**config.mk**
```make
export PLATFORM = sky130hd
export DESIGN_NAME = apuracao_resultado
export DESIGN_NICKNAME = d
export VERILOG_FILES = /design/src/rtl/apuracao_pkg.sv /design/src/rtl/bin2bcd_seq.sv /design/src/rtl/apuracao_resultado.sv
export SDC_FILE = /design/constraint.sdc
export NUM_CORES = 1
export LEC_CHECK = 0
export CAP_MARGIN = 20
export CORE_UTILIZATION = 40
export DETAILED_ROUTE_END_ITERATION = 10
export GPL_ROUTABILITY_DRIVEN = 0
export GPL_TIMING_DRIVEN = 1
export MAX_ROUTING_LAYER = met4
export RECOVER_POWER = 25
export SETUP_SLACK_MARGIN = 0.1
export SLEW_MARGIN = 10
export SYNTH_ARGS = -nofsm -noshare
export SYNTH_HDL_FRONTEND = slang
export SYNTH_SLANG_ARGS = --single-unit
```
**constraint.sdc**
```tcl
create_clock -name clock -period 7.3 [get_ports clock]
set_clock_uncertainty 0.1 [all_clocks]
set_input_delay 1.46 -clock clock [delete_from_list [all_inputs] [get_ports clock]]
set_output_delay 1.46 -clock clock [all_outputs]
set_load 0.02 [all_outputs]
```
**src/rtl/apuracao_pkg.sv**
```systemverilog
// Shared types and constants for the election result tally: FSM encoding,
// candidate codes and the shift-and-add-3 step used by the BCD converter.
package apuracao_pkg;

    typedef enum logic [2:0] {
        IDLE    = 3'd0,
        LATCH   = 3'd1,
        COMPARE = 3'd2,
        CONVERT = 3'd3,
        SHOW    = 3'd4
    } state_t;

    localparam logic [2:0] CAND_MATHEUS  = 3'd0;
    localparam logic [2:0] CAND_LUIS     = 3'd1;
    localparam logic [2:0] CAND_VINICIUS = 3'd2;
    localparam logic [2:0] CAND_RANDOM   = 3'd3;
    localparam logic [2:0] CAND_NULOS    = 3'd4;
    localparam logic [2:0] WINNER_NONE   = 3'd7;

    localparam logic [3:0] BCD_CYCLES = 4'd8;
    localparam logic [1:0] CMP_LAST   = 2'd2;

    function automatic logic [3:0] bcd_add3(input logic [3:0] digit);
        return (digit >= 4'd5) ? (digit + 4'd3) : digit;
    endfunction

    // One double-dabble iteration: correct each digit, then shift in the next binary bit.
    function automatic logic [11:0] bcd_shift_step(input logic [11:0] bcd, input logic bit_in);
        logic [11:0] adj;
        adj = {bcd_add3(bcd[11:8]), bcd_add3(bcd[7:4]), bcd_add3(bcd[3:0])};
        return (adj << 1) | {11'd0, bit_in};
    endfunction

endpackage

```
**src/rtl/bin2bcd_seq.sv**
```systemverilog
// Sequential 8-bit binary to three-digit BCD converter: one bit per cycle,
// BCD_CYCLES iterations from the start cycle to the done pulse.
module bin2bcd_seq
    import apuracao_pkg::*;
(
    input  logic       clock,
    input  logic       rst_n,
    input  logic       start,
    input  logic [7:0] value,
    output logic       busy,
    output logic       done,
    output logic [3:0] bcd_centena,
    output logic [3:0] bcd_dezena,
    output logic [3:0] bcd_unidade
);

    localparam logic [3:0] BCD_LAST = BCD_CYCLES - 4'd1;

    logic [7:0]  shift_r;
    logic [11:0] bcd_r;
    logic [3:0]  cnt_r;
    logic        busy_r;
    logic        done_r;

    // The start cycle already performs the first iteration so the run is exactly BCD_CYCLES long.
    always_ff @(posedge clock or negedge rst_n) begin
        if (!rst_n) begin
            shift_r <= 8'd0;
            bcd_r   <= 12'd0;
            cnt_r   <= 4'd0;
            busy_r  <= 1'b0;
            done_r  <= 1'b0;
        end else begin
            done_r <= 1'b0;
            if (start) begin
                bcd_r   <= bcd_shift_step(12'd0, value[7]);
                shift_r <= {value[6:0], 1'b0};
                cnt_r   <= 4'd1;
                busy_r  <= 1'b1;
            end else if (busy_r) begin
                bcd_r   <= bcd_shift_step(bcd_r, shift_r[7]);
                shift_r <= {shift_r[6:0], 1'b0};
                cnt_r   <= cnt_r + 4'd1;
                if (cnt_r == BCD_LAST) begin
                    busy_r <= 1'b0;
                    done_r <= 1'b1;
                end else begin
                    busy_r <= 1'b1;
                end
            end else begin
                cnt_r <= cnt_r;
            end
        end
    end

    assign busy        = busy_r;
    assign done        = done_r;
    assign bcd_centena = bcd_r[11:8];
    assign bcd_dezena  = bcd_r[7:4];
    assign bcd_unidade = bcd_r[3:0];

endmodule

```
**src/rtl/apuracao_resultado.sv**
```systemverilog
// Election result tally: latches the totals on a finish rising edge, picks the
// winner (with tie flag) and cycles every total through a BCD display.
module apuracao_resultado
    import apuracao_pkg::*;
#(
    parameter int unsigned DWELL = 4
)
(
    input  logic       clock,
    input  logic       reset_n,
    input  logic       finish,
    input  logic [7:0] totalvotos_matheus,
    input  logic [7:0] totalvotos_luis,
    input  logic [7:0] totalvotos_vinicius,
    input  logic [7:0] totalvotos_random,
    input  logic [7:0] totalvotos_nulos,
    output logic [2:0] winner,
    output logic       tie,
    output logic       done,
    output logic [2:0] disp_sel,
    output logic [3:0] disp_centena,
    output logic [3:0] disp_dezena,
    output logic [3:0] disp_unidade,
    output logic       disp_valid
);

    localparam logic [7:0] DWELL_LAST = 8'(DWELL - 1);

    logic [1:0]      rst_pipe_r;
    logic            rst_early_n_s;
    logic            rst_int_n_s;
    state_t          state_r;
    state_t          state_nx_s;
    logic            finish_prev_r;
    logic [4:0][7:0] lat_r;
    logic [7:0]      max_r;
    logic [2:0]      idx_r;
    logic            tie_run_r;
    logic [1:0]      cmp_cnt_r;
    logic            publish_r;
    logic [7:0]      dwell_cnt_r;
    logic [2:0]      winner_r;
    logic            tie_r;
    logic            done_r;
    logic [2:0]      disp_sel_r;
    logic            disp_valid_r;
    logic [3:0]      cent_r;
    logic [3:0]      dez_r;
    logic [3:0]      uni_r;

    logic            edge_s;
    logic            abort_s;
    logic            conv_start_s;
    logic            conv_finish_s;
    logic [2:0]      sel_nx_s;
    logic [7:0]      conv_value_s;
    logic [7:0]      cand_s;
    logic            conv_busy_s;
    logic            conv_done_s;
    logic [3:0]      conv_cent_s;
    logic [3:0]      conv_dez_s;
    logic [3:0]      conv_uni_s;

    function automatic logic [7:0] pick_total(input logic [4:0][7:0] tot, input logic [2:0] sel);
        logic [7:0] val;
        case (sel)
            CAND_MATHEUS:  val = tot[0];
            CAND_LUIS:     val = tot[1];
            CAND_VINICIUS: val = tot[2];
            CAND_RANDOM:   val = tot[3];
            CAND_NULOS:    val = tot[4];
            default:       val = 8'd0;
        endcase
        return val;
    endfunction

    // Two-flop release; asserting reset_n still clears everything immediately.
    always_ff @(posedge clock or negedge reset_n) begin
        if (!reset_n) begin
            rst_pipe_r <= 2'b00;
        end else begin
            rst_pipe_r <= {rst_pipe_r[0], 1'b1};
        end
    end

    assign rst_early_n_s = rst_pipe_r[0];
    assign rst_int_n_s   = rst_pipe_r[1];

    // Finish history leaves reset one cycle before the FSM, so a level-high finish is never an edge.
    always_ff @(posedge clock or negedge rst_early_n_s) begin
        if (!rst_early_n_s) begin
            finish_prev_r <= 1'b0;
        end else begin
            finish_prev_r <= finish;
        end
    end

    assign edge_s        = finish & ~finish_prev_r;
    assign abort_s       = (state_r != IDLE) & ~finish;
    assign conv_finish_s = conv_done_s & ~conv_busy_s;

    // State register.
    always_ff @(posedge clock or negedge rst_int_n_s) begin
        if (!rst_int_n_s) begin
            state_r <= IDLE;
        end else begin
            state_r <= state_nx_s;
        end
    end

    // Next-state logic; also decides when a conversion starts and for which total.
    always_comb begin
        state_nx_s   = state_r;
        conv_start_s = 1'b0;
        sel_nx_s     = disp_sel_r;
        if (abort_s) begin
            state_nx_s = IDLE;
        end else begin
            case (state_r)
                IDLE: begin
                    if (edge_s) state_nx_s = LATCH;
                    else        state_nx_s = IDLE;
                end
                LATCH: begin
                    state_nx_s = COMPARE;
                end
                COMPARE: begin
                    if (cmp_cnt_r == CMP_LAST) begin
                        state_nx_s   = CONVERT;
                        conv_start_s = 1'b1;
                        sel_nx_s     = CAND_MATHEUS;
                    end else begin
                        state_nx_s = COMPARE;
                    end
                end
                CONVERT: begin
                    if (conv_finish_s) state_nx_s = SHOW;
                    else               state_nx_s = CONVERT;
                end
                SHOW: begin
                    if (dwell_cnt_r == DWELL_LAST) begin
                        state_nx_s   = CONVERT;
                        conv_start_s = 1'b1;
                        sel_nx_s     = (disp_sel_r == CAND_NULOS) ? CAND_MATHEUS : (disp_sel_r + 3'd1);
                    end else begin
                        state_nx_s = SHOW;
                    end
                end
                default: begin
                    state_nx_s = IDLE;
                end
            endcase
        end
    end

    // Candidate under test in each compare step: luis, vinicius, random.
    always_comb begin
        case (cmp_cnt_r)
            2'd0:    cand_s = lat_r[1];
            2'd1:    cand_s = lat_r[2];
            2'd2:    cand_s = lat_r[3];
            default: cand_s = 8'd0;
        endcase
    end

    assign conv_value_s = pick_total(lat_r, sel_nx_s);

    // Datapath: latching, running max, result publication and display registers.
    always_ff @(posedge clock or negedge rst_int_n_s) begin
        if (!rst_int_n_s) begin
            lat_r        <= '0;
            max_r        <= 8'd0;
            idx_r        <= CAND_MATHEUS;
            tie_run_r    <= 1'b0;
            cmp_cnt_r    <= 2'd0;
            publish_r    <= 1'b0;
            dwell_cnt_r  <= 8'd0;
            winner_r     <= WINNER_NONE;
            tie_r        <= 1'b0;
            done_r       <= 1'b0;
            disp_sel_r   <= CAND_MATHEUS;
            disp_valid_r <= 1'b0;
            cent_r       <= 4'd0;
            dez_r        <= 4'd0;
            uni_r        <= 4'd0;
        end else if (abort_s) begin
            cmp_cnt_r    <= 2'd0;
            publish_r    <= 1'b0;
            dwell_cnt_r  <= 8'd0;
            winner_r     <= WINNER_NONE;
            tie_r        <= 1'b0;
            done_r       <= 1'b0;
            disp_sel_r   <= CAND_MATHEUS;
            disp_valid_r <= 1'b0;
            cent_r       <= 4'd0;
            dez_r        <= 4'd0;
            uni_r        <= 4'd0;
        end else begin
            if (publish_r) begin
                done_r    <= 1'b1;
                tie_r     <= tie_run_r;
                winner_r  <= (max_r == 8'd0) ? WINNER_NONE : idx_r;
                publish_r <= 1'b0;
            end
            if (conv_start_s) begin
                disp_sel_r <= sel_nx_s;
            end
            case (state_r)
                LATCH: begin
                    lat_r     <= {totalvotos_nulos, totalvotos_random, totalvotos_vinicius,
                                  totalvotos_luis, totalvotos_matheus};
                    max_r     <= totalvotos_matheus;
                    idx_r     <= CAND_MATHEUS;
                    tie_run_r <= 1'b0;
                    cmp_cnt_r <= 2'd0;
                end
                COMPARE: begin
                    // Only a strictly greater total moves the index, so ties keep the lowest code.
                    if (cand_s > max_r) begin
                        max_r     <= cand_s;
                        idx_r     <= {1'b0, cmp_cnt_r} + 3'd1;
                        tie_run_r <= 1'b0;
                    end else if ((cand_s == max_r) && (cand_s != 8'd0)) begin
                        tie_run_r <= 1'b1;
                    end else begin
                        tie_run_r <= tie_run_r;
                    end
                    cmp_cnt_r <= cmp_cnt_r + 2'd1;
                    if (cmp_cnt_r == CMP_LAST) begin
                        publish_r <= 1'b1;
                    end
                end
                CONVERT: begin
                    if (conv_finish_s) begin
                        cent_r       <= conv_cent_s;
                        dez_r        <= conv_dez_s;
                        uni_r        <= conv_uni_s;
                        disp_valid_r <= 1'b1;
                        dwell_cnt_r  <= 8'd0;
                    end
                end
                SHOW: begin
                    if (dwell_cnt_r == DWELL_LAST) begin
                        disp_valid_r <= 1'b0;
                    end else begin
                        dwell_cnt_r <= dwell_cnt_r + 8'd1;
                    end
                end
                default: begin
                end
            endcase
        end
    end

    bin2bcd_seq u_bin2bcd (
        .clock       (clock),
        .rst_n       (rst_int_n_s),
        .start       (conv_start_s),
        .value       (conv_value_s),
        .busy        (conv_busy_s),
        .done        (conv_done_s),
        .bcd_centena (conv_cent_s),
        .bcd_dezena  (conv_dez_s),
        .bcd_unidade (conv_uni_s)
    );

    assign winner       = winner_r;
    assign tie          = tie_r;
    assign done         = done_r;
    assign disp_sel     = disp_sel_r;
    assign disp_valid   = disp_valid_r;
    assign disp_centena = cent_r;
    assign disp_dezena  = dez_r;
    assign disp_unidade = uni_r;

endmodule

```
**After elaboration in Yosys (flattened, before gate mapping)**

Cells that the tools add are included.

- Flip-flop bits (word level): 116
- Bits in latches: 0
- Memory bits (writable): 0
- Memory bits (read-only): 0
- Output and inout bits: 21
- Memories kept: 0

- $add $sub $neg: 8
- Multipliers: 0
- Div/mod/pow operators: 0
- Magnitude comparators: 4
- Eq/ne operators: 19
- Shifts and indexed selects: 0
- Mux-type cells: 69
- Bitwise logic cells: 8
- Reductions and logical operators: 21

Operators by type and width:

| operator | count |
|---|---|
| $mux W4 | 13 |
| $mux W8 | 6 |
| $mux W3 | 14 |
| $pmux W8 S5 | 1 |
| $pmux W8 S2 | 2 |
| $mux W12 | 2 |
| $pmux W8 S3 | 1 |
| $mux W1 | 22 |
| $pmux W3 S5 | 1 |
| $eq A3 B2 Y1 const B | 4 |
| $ge A4 B3 Y1 const B | 3 |
| $ne A3 B3 Y1 const B | 4 |
| $or A12 B1 Y12 | 1 |
| $pmux W3 S2 | 2 |
| $reduce_and A3 Y1 | 4 |
| $reduce_bool A2 Y1 | 6 |
| $eq A3 B3 Y1 const B | 3 |
| $reduce_bool A3 Y1 | 3 |
| $add A4 B2 Y4 const B | 2 |
| $add A8 B1 Y8 const B | 1 |
| $eq A8 B2 Y1 const B | 1 |
| $eq A8 B8 Y1 | 1 |
| $gt A8 B8 Y1 | 1 |
| $logic_not A8 Y1 | 1 |
| other kinds (20) | 30 |

**Longest topological paths before layout**

Gate-level depths: netlist of run 1.

- Word-level depth: 8
- Mapped depth: 14

**Hierarchy**

Synthesis of run 1 repeated with hierarchy kept, for this count alone.

- Cells, all modules: 579
- Area total of the unflattened synthesis: 6,192.2 µm²

Modules (own cells, without submodules):

| module | times used | cells an instance | area each (µm²) | sequential area each (µm²) |
|---|---|---|---|---|
| apuracao_resultado | 1 | 448 | 4,818.4 | 2,255.9 |
| bin2bcd_seq | 1 | 131 | 1,373.8 | 625.6 |

**Worst setup path before layout of run 1**

OpenSTA, ideal clock, no wires.

- Kind: input port to flip-flop
- Start point: input finish
- End point: register u_bin2bcd.bcd_r[0]
- Arrival time: 2,982 ps
- Slack: 4,084 ps
- Stages on the path: 7
- Path buffers: 2
- Cells stage by stage: nor4bb_4 -> and3_1 -> buf_6 -> mux2_4 -> buf_8 -> a221oi_1 -> a21oi_1

- Cells in the longest elaborated chain, start to end: 6
- Elaborated cells between the ends (all ways): 12
- Classes of those cells: eq/ne: 4; mux: 4; bitwise: 2; reduce/logical: 2

Ends and longest elaborated chain:

| element | RTL line | RTL |
|---|---|---|
| start, declared | apuracao_resultado.sv:11 | `input logic finish,` |
| $not A1 Y1 * | apuracao_resultado.sv:99 | `assign abort_s = (state_r != IDLE) & ~finish;` |
| $and A1 B1 Y1 * | apuracao_resultado.sv:99 |  |
| $mux W3 | apuracao_resultado.sv:116 | `if (abort_s) begin` |
| $eq A3 B3 Y1 (tied with other cells) | apuracao_resultado.sv:66 | `case (sel)` |
| $pmux W8 S5 | apuracao_resultado.sv:66 |  |
| $mux W12 | bin2bcd_seq.sv:35 | `if (start) begin` |
| end signal, assigned | bin2bcd_seq.sv:36 | `bcd_r <= bcd_shift_step(12'd0, value[7]);` |
| end signal, assigned | bin2bcd_seq.sv:41 | `bcd_r <= bcd_shift_step(bcd_r, shift_r[7]);` |
| end, declared | bin2bcd_seq.sv:20 | `logic [11:0] bcd_r;` |

Every way passes the cells marked *; elsewhere a longest branch is shown, timed or not.
A chain may end at the register's enable or synchronous reset.

**Worst setup path in the final report of run 1**

- Start point: input finish
- End point: register u_bin2bcd.shift_r[4]

- Cells in the longest elaborated chain, start to end: 6
- Elaborated cells between the ends (all ways): 12
- Classes of those cells: eq/ne: 4; mux: 4; bitwise: 2; reduce/logical: 2

Ends and longest elaborated chain:

| element | RTL line | RTL |
|---|---|---|
| $not A1 Y1 * | apuracao_resultado.sv:99 |  |
| $and A1 B1 Y1 * | apuracao_resultado.sv:99 |  |
| $mux W3 | apuracao_resultado.sv:116 |  |
| $eq A3 B3 Y1 (tied with other cells) | apuracao_resultado.sv:66 |  |
| $pmux W8 S5 | apuracao_resultado.sv:66 |  |
| $mux W8 | bin2bcd_seq.sv:35 |  |
| end signal, assigned | bin2bcd_seq.sv:37 | `shift_r <= {value[6:0], 1'b0};` |
| end signal, assigned | bin2bcd_seq.sv:42 | `shift_r <= {shift_r[6:0], 1'b0};` |
| end, declared | bin2bcd_seq.sv:19 | `logic [7:0] shift_r;` |

Marks and branches as above.

==> out/results.txt, run 1 <==
DRT Wirelength: 14200 um
PD cells: 334 nW/um2
Setup crit end kind: flip-flop
Layout cells sized above 1: 0.153
Arrival time worst endpoint: 4450 ps
Initial DRT Pass Iterations: 10
Yosys warning total: 0
Largest net degree at the start of global routing: 62
Die Y: 125 um
Initial antenna violation count: 0
CTS sink count: 115
Inserted Clock Buffers: 17
P&R area growth vs syn: 22.7%
Post CTS Setup Buffer Count: 0
DR iter-0 viols: 325
Top_reg_cell synth: dfrtp_1
Status: finished with violations
Routed vias: 4655
Final hold slack: 280 ps
Post-CTS sizing: 0
Setup crit start kind: input port
Max Fclk: 0.237 GHz
Reg clk slew, reported paths: 60 ps
Global route overflow: 0
CP max FO: 31
I/O pins: 64
Final setup TNS: 0 ps
Post-synth EDFFs: 0
ANT cells: 0
Gate count of the mapped netlist: 562
CTS tree: built
Final slew viol count: 53
Nets@finish: 681
Global Route Usage Sum: 0.207
Failing checks: design-rule violations, max-capacitance violations, max-slew violations
Final setup violation count: 0
Layout fillers: 1322
Row count: 44
Core ar.: 14600 um2
Die Outline Area: 15600 um2
Final worst-path cycle share: 0.577
Final hold viol count: 0
Tmin final: 4210 ps
Rel. slew slack: -0.358
Via/cell ratio: 5.75
Hpwl dp: 10000 um
Post-synth ARST share: 1.00
Vias in the first global route: 4817
First-pass GRT wire length: 24500 um
Worst-Margin Slew: 2040 ps
H-tree depth: 4
Hold Path Class: reg -> reg
Die width: 125 um
Post-Syn Area: 6030 um2
Max Cap Viol: 1
CP required: 7540 ps
Synthesized area per cell: 10.7 um2
Synth unique cells: 64
Post-route DRC: 8
WL per Instance: 17.6 um
Register area share after synthesis: 0.478
Yosys reg bits: 115
Max clock buf depth: 2
P_leak: 0.00317 uW
Antenna-violating nets left: 0
RSZ-0062 raised after global routing: no
CTS root buf: clkbuf_16
Clk Latency, worst-skew pair: 420 ps
Buffers on Ports: 63
Initial core utilization: 0.412
Syn Nets: 628
Peak VDD IR: 164 uV
Crit Path Category: in -> reg
-- synthesized netlist by cell type, types with 8 or more instances --
master,n,area share
dfrtp_1,112,0.46
nor2_1,47,0.029
mux2_2,40,0.075
nand2_1,38,0.024
o21ai_0,24,0.020
a21oi_1,23,0.019
ha_1,23,0.048
inv_1,23,0.014
a22o_1,21,0.031
clkbuf_1,21,0.013
nand3_1,12,0.010
a222oi_1,11,0.018
and2_1,11,0.011
a22oi_1,10,0.012
nand2b_1,10,0.010
a221o_1,9,0.015
buf_2,9,0.0075
a211oi_1,8,0.010
mux2i_1,8,0.013
-- cells by family (layout without fill, tap and decap cells) --
group,Yosys count,after routing,synth area share
and+or+nand+nor,161,161,0.141
AOI/OAI and AO/OA,146,146,0.186
muxes,49,49,0.0905
DFF,115,115,0.478
xor gates and xnor gates,10,10,0.0145
other,1,1,0.000622
adders and majority gates,23,23,0.0477
buffers and inverters,57,121,0.0417
-- area by class of cell --
cell class,instances,area [um2],share of cell area
Clock buffer,20,467,0.0631
Clock inverter,10,156,0.0212
Inverter,23,86.3,0.0117
Multi-Input combinational cell,390,2900,0.393
Sequential cell,115,2880,0.390
Tap cell,184,230,0.0311
Timing Repair Buffer,68,671,0.0907
-- critical path, stage by stage --
cell             delay, ps
clkdlybuf4s50_1        840
nor4bb_4               500
and3_1                 520
or2_2                  610
a211oi_1               120
a31o_2                 250
a31oi_1                140
-- per-stage QoR --
stage	cell area (um2)	setup WS [ps]	instances	total power [uW]	util
after detailed placement	6770	2710	779	1610	0.462
after CTS	7400	3130	810	2490	0.505
final	7390	3090	810	2470	0.505
after floorplan	6030	3790	562	1410	-
after global placement	6770	2810	779	1580	0.462
after global routing	7390	2880	810	2640	0.505
-- routing by layer --
| metal | routed length (um) | up-vias | GRT usage |
|---|---|---|---|
| li1 | - | 2166 | - |
| met1 | 6450 | 2328 | 0.260 |
| met2 | 6700 | 135 | 0.313 |
| met3 | 664 | 26 | 0.0571 |
| met4 | 407 | 0 | 0.0908 |
| met5 | 0 | - | - |
-- cell usage in the layout (no fill, tap or decap), types with 6 or more instances in the layout --
cell type / instances
nand3_1: 12
a21oi_1: 23
nand2_1: 38
o21ai_0: 24
and2_1: 11
dfrtp_1: 112
nand2b_1: 10
a211oi_1: 8
inv_1: 23
nor3_1: 6
clkdlybuf4s50_1: 62
ha_1: 23
clkbuf_16: 17
o21a_1: 6
nor2_1: 46
a222oi_1: 11
a31oi_1: 6
a22oi_1: 10
a221o_1: 9
mux2_2: 40
xnor2_1: 6
nor2b_1: 6
a22o_1: 21
mux2i_1: 8
-- registers in the layout (all words and copies together) (netlist names), 2 cells and up --
register           count
disp_dezena            4
disp_sel               3
disp_unidade           4
lat_r                 40
u_bin2bcd.cnt_r        4
disp_centena           4
idx_r                  3
u_bin2bcd.bcd_r       12
state_r                3
cmp_cnt_r              2
winner                 3
max_r                  8
dwell_cnt_r            8
rst_pipe_r             2
u_bin2bcd.shift_r      7
-- worst paths after layout --
check,slack (ps),cells past startpoint,from,to
setup / recovery,3090,7,finish,u_bin2bcd.shift_r[4]$_DFFE_PN0P_
hold / removal,280,0,rst_pipe_r[0]$_DFF_PN0_,rst_pipe_r[1]$_DFF_PN0_
setup reg to reg,3480,11,cmp_cnt_r[0]$_DFFE_PN0P_,max_r[0]$_DFFE_PN0P_
hold reg to reg,280,0,rst_pipe_r[0]$_DFF_PN0_,rst_pipe_r[1]$_DFF_PN0_
max in group asynchronous,4670,1,rst_pipe_r[1]$_DFF_PN0_,lat_r[32]$_DFFE_PN0P_
min in group asynchronous,470,1,rst_pipe_r[0]$_DFF_PN0_,finish_prev_r$_DFF_PN0_
-- where the power goes --
group	leakage, uW	switching [uW]	internal [uW]	total [uW]
Clock	0.000308	280	591	871
Combinational	0.00140	321	318	639
Sequential	0.00146	158	802	960
Total	0.00317	759	1710	2470
-- repair_timing --
action | CTS | global route
hold buffers | 1 | 0
setup endpoints to repair | 0 | 0
hold endpoints to repair | 1 | 0
Power figures use the tool's default switching activity.
==> run 2: changes to the inputs <==
- clock period: 7.3 -> 4.25 ns (I/O delays scaled with it)
==> run 2 against run 1 <==
The run still ends with design-rule violations, max-capacitance violations, max-slew violations left. Die area is the same. Via count shrank 1.5%. Sequential power grew 72%. Combinational power grew 74%. Worst hold slack lost 7.7 ps. Critical path depth grew 1. Critical endpoint is now u_bin2bcd.shift_r[2]$_DFFE_PN0P_. Largest cell class unchanged.
==> out/results.txt, run 2 (synthesized netlist as in run 1, its figures left out) <==
Inserted Clock Buffers: 17
Hold path depth: 0
Largest Register: lat_r
Max Fclk: 0.286 GHz
Initial DRT Pass Iterations: 8
Nets@finish: 685
CTS tree: built
CTS root buf: clkbuf_16
Post-route DRC: 8
Status: finished with violations
Via/cell ratio: 5.63
Largest regs: lat_r x40, u_bin2bcd.bcd_r x12
DR iter-0 viols: 307
Worst hold start: rst_pipe_r[0]$_DFF_PN0_
Row count: 44
Layout fillers: 1321
Antenna-violating nets left: 0
ANT cells: 0
Hold Path Class: reg -> reg
Clk Latency, worst-skew pair: 410 ps
Leading cell type in the layout, fill and taps excluded: dfrtp_1
Routed vias: 4585
Register-to-Register Path Depth: 12
WL per Instance: 17.7 um
Initial antenna violation count: 0
Max Cap Viol: 2
Core ar.: 14600 um2
Failing checks: design-rule violations, max-capacitance violations, max-slew violations
DRT Wirelength: 14400 um
Crit Path Category: in -> reg
Die Outline Area: 15600 um2
Initial core utilization: 0.412
Rel. slew slack: -0.299
First-pass GRT wire length: 24200 um
Die width: 125 um
P_leak: 0.00316 uW
PD cells: 564 nW/um2
Buffers on Ports: 63
Final hold viol count: 0
Worst-Margin Slew: 1950 ps
P&R area growth vs syn: 22.4%
Hold EP: rst_pipe_r[1]$_DFF_PN0_
Largest net degree at the start of global routing: 48
R2R Path End: tie_run_r$_DFFE_PN0P_
Final slew viol count: 80
Final hold slack: 272 ps
CTS sink count: 115
CP max FO: 31
Layout cells sized above 1: 0.154
Vias in the first global route: 4670
Reg clk slew, reported paths: 50 ps
Most frequent cells in the layout: dfrtp_1 (112), clkdlybuf4s50_1 (62), nor2_1 (46), mux2_2 (40), nand2_1 (38)
Final setup TNS: 0 ps
Tmin final: 3500 ps
Critical R2R Launch: cmp_cnt_r[0]$_DFFE_PN0P_
I/O pins: 64
CP required: 4490 ps
Tot Pwr: 4160 uW
Final worst-path cycle share: 0.823
Setup crit end kind: flip-flop
RSZ-0062 raised after global routing: no
Max clock buf depth: 2
Setup crit start kind: input port
Arrival time worst endpoint: 3740 ps
Final setup violation count: 0
Die Y: 125 um
Global route overflow: 0
Max FFs per register: 40
Peak VDD IR: 299 uV
Post CTS Setup Buffer Count: 0
Hpwl dp: 10300 um
Global Route Usage Sum: 0.204
Reg-to-reg slack, setup: 830 ps
H-tree depth: 4
## run 2: repair_timing
item | 4_1_cts | 5_1_grt
hold buffers | 1 | 0
hold endpoints to repair | 1 | 0
resized for setup | 0 | 0
## run 2: how the worst max path moves through the flow
stage | slack [ps] | cells past startpoint | startpoint | end
finish | 750 | 8 | finish | u_bin2bcd.shift_r[2]$_DFFE_PN0P_
global route | 290 | 1 | rst_pipe_r[1]$_DFF_PN0_ | disp_centena[3]$_DFFE_PN0P_
CTS | 850 | 12 | cmp_cnt_r[0]$_DFFE_PN0P_ | max_r[2]$_DFFE_PN0P_
detailed placement | 640 | 7 | finish | u_bin2bcd.shift_r[2]$_DFFE_PN0P_
global placement | 710 | 7 | finish | u_bin2bcd.shift_r[2]$_DFFE_PN0P_
floorplan | 740 | 0 | rst_pipe_r[1]$_DFF_PN0_ | cmp_cnt_r[0]$_DFFE_PN0P_
## run 2: power breakdown
| group | internal [uW] | switching (uW) |
|---|---|---|
| logic | 550 | 556 |
| clock network | 916 | 488 |
| registers | 1380 | 272 |
| total | 2840 | 1320 |
## run 2: worst max-delay path, stage by stage
cell             delay, ps
clkdlybuf4s50_1        490
clkbuf_1               470
nor4bb_4               340
and2_0                 450
or2_2                  600
a211oi_1               110
a311o_1                300
a21oi_1                120
## run 2: layout make-up
cell class / count / area (um2) / area share
Multi-Input combinational cell: 390 / 2900 / 0.393
Clock buffer: 22 / 484 / 0.0656
Sequential cell: 115 / 2880 / 0.390
Timing Repair Buffer: 72 / 693 / 0.0939
Tap cell: 184 / 230 / 0.0312
Clock inverter: 8 / 103 / 0.0139
Inverter: 23 / 86.3 / 0.0117
## run 2: layer usage
metal,GRT usage,share of wire
met1,0.254,0.46
met2,0.321,0.47
met3,0.0498,0.045
met4,0.0770,0.022
met5,-,0
## run 2: through the flow
stage               instance area (um2)   util  cells  worst slack [ps]
floorplan                          6030      -    562               744
global placement                   6800  0.464    783               706
detailed placement                 6800  0.464    783               642
CTS                                7390  0.505    814               850
global route                       7380  0.504    814               289
finish                             7380  0.504    814               750
==> run 3: changes to the inputs <==
- clock period: 4.25 -> 3.1 ns (I/O delays scaled with it)
==> run 3 against run 2 <==
The run ends with design-rule violations left. Sequential share of layout area shrank 1.8 points. Clock power grew 45%. Worst setup slack lost 610 ps. Combinational power grew 55%. Critical endpoint is now max_r[3]$_DFFE_PN0P_. Largest cell class unchanged. Largest power group unchanged.
==> out/results.txt, run 3 (synthesized netlist as in run 1, its figures left out) <==
CTS tree: built
Via/cell ratio: 5.61
Core ar.: 14600 um2
Crit Path Category: reg -> reg
Final hold slack: 269 ps
Hold EP: rst_pipe_r[1]$_DFF_PN0_
Register-to-Register Path Depth: 13
Vias in the first global route: 4728
First-pass GRT wire length: 24600 um
Die Y: 125 um
Initial antenna violation count: 0
Setup crit end kind: flip-flop
CP required: 3300 ps
Max FFs per register: 40
CP max FO: 8
CTS root buf: clkbuf_16
WL per Instance: 17.3 um
Status: finished with violations
P&R area growth vs syn: 28.6%
Worst-Margin Slew: 1390 ps
H-tree depth: 4
CTS sink count: 115
Final worst-path cycle share: 0.953
Clk Latency, worst-skew pair: 410 ps
Max Cap Viol: 0
Final setup violation count: 0
PD cells: 774 nW/um2
Tmin final: 2960 ps
Initial DRT Pass Iterations: 11
Failing checks: design-rule violations
Final slew viol count: 0
Antenna-violating nets left: 0
ANT cells: 0
Setup crit start kind: flip-flop
Final hold viol count: 0
Max clock buf depth: 2
Post-DP Area: 7040 um2
Reg-to-reg slack, setup: 140 ps
R2R Path End: max_r[3]$_DFFE_PN0P_
Arrival time worst endpoint: 3150 ps
Post-layout util: 0.529
Die width: 125 um
Largest net degree at the start of global routing: 63
Reg clk slew, reported paths: 60 ps
Die Outline Area: 15600 um2
Worst hold start: rst_pipe_r[0]$_DFF_PN0_
Leading cell type in the layout, fill and taps excluded: dfrtp_1
DRT Wirelength: 14600 um
P_leak: 0.00336 uW
Critical R2R Launch: cmp_cnt_r[0]$_DFFE_PN0P_
Row count: 44
Global route overflow: 0
Max Fclk: 0.338 GHz
Largest regs: lat_r x40, u_bin2bcd.bcd_r x12
Largest Register: lat_r
Layout fillers: 1312
Hold path depth: 0
Placement Setup Slack: -59.5 ps
Hpwl dp: 10600 um
Initial core utilization: 0.412
Final instance area: 7750 um2
I/O pins: 64
Routed vias: 4744
Layout cells sized above 1: 0.210
Fin worst setup slack: 144 ps
Peak VDD IR: 581 uV
Post-route DRC: 4
DR iter-0 viols: 315
Hold Path Class: reg -> reg
Most frequent cells in the layout: dfrtp_1 (110), clkdlybuf4s50_1 (62), nor2_1 (46), mux2_2 (40), nand2_1 (38)
Nets@finish: 715
Rel. slew slack: 0.0743
RSZ-0062 raised after global routing: yes
Buffers on Ports: 63
Global Route Usage Sum: 0.207
Inserted Clock Buffers: 17
==> run 3: cell count changes in the layout (fill, tap and decap cells not counted), moves of 2 or more <==
cell      change
buf_12        +3
dfrtp_1       -2
ha_4          +2
dfrtp_2       +2
ha_1          -3
clkbuf_1      -3
buf_4        +27
clkinv_2      +2
==> run 3: worst max-delay path by stage <==
| stage | cells past startpoint | slack, ps | startpoint | end |
|---|---|---|---|---|
| 6_report | 13 | 140 | cmp_cnt_r[0]$_DFFE_PN0P_ | max_r[3]$_DFFE_PN0P_ |
| 5_1_grt | 12 | 40 | cmp_cnt_r[0]$_DFFE_PN0P_ | max_r[4]$_DFFE_PN0P_ |
| 4_1_cts | 13 | 120 | cmp_cnt_r[1]$_DFFE_PN0P_ | max_r[5]$_DFFE_PN0P_ |
| 3_5_place_dp | 8 | -60 | finish | u_bin2bcd.shift_r[1]$_DFFE_PN0P_ |
| 3_3_place_gp | 8 | -30 | finish | u_bin2bcd.shift_r[1]$_DFFE_PN0P_ |
| 2_1_floorplan | 13 | 110 | cmp_cnt_r[0]$_DFFE_PN0P_ | max_r[1]$_DFFE_PN0P_ |
==> run 3: area by class of cell <==
type,count,area (um2),area share
Clock inverter,9,126,0.0163
Multi-Input combinational cell,390,2950,0.380
Timing Repair Buffer,102,985,0.127
Tap cell,184,230,0.0297
Sequential cell,115,2880,0.372
Inverter,23,86.3,0.0111
Clock buffer,22,494,0.0638
==> run 3: routing by layer <==
layer | GRT usage | part of all wire
met1 | 0.270 | 0.45
met2 | 0.313 | 0.48
met3 | 0.0528 | 0.049
met4 | 0.0712 | 0.019
met5 | - | 0
==> run 3: what timing repair did <==
action                                 4_1_cts  5_1_grt
pin swaps                                    0        9
hold buffers                                 1        0
setup endpoints to repair                   11       12
resized for setup                            2        9
gates cloned                                 0        1
endpoints found under the hold margin        1        0
setup buffers                                0        2
==> run 3: through the flow <==
stage | total power, uW | cells | TNS [ps]
final | 6000 | 845 | 0
after global routing | 6380 | 845 | 0
after CTS | 5990 | 843 | 0
after detailed placement | 3920 | 811 | -69.6
after global placement | 3860 | 811 | -30.1
after floorplan | 3330 | 562 | 0
==> run 3: worst max-delay path, stage by stage, from the launching register on <==
cell and delay [ps]:
dfrtp_1 410, buf_6 140, ha_4 180, a222oi_1 310, nor2_1 110, ha_1 300
nor2b_1 140, o21a_1 160, o21ai_1 170, buf_4 140, a21o_1 160, a21oi_4 90
clkbuf_16 150, a221o_1 280
==> run 3: power by group <==
group	switching (uW)	total, uW	internal, uW
registers	358	2250	1890
clock network	672	2030	1360
logic	827	1720	892
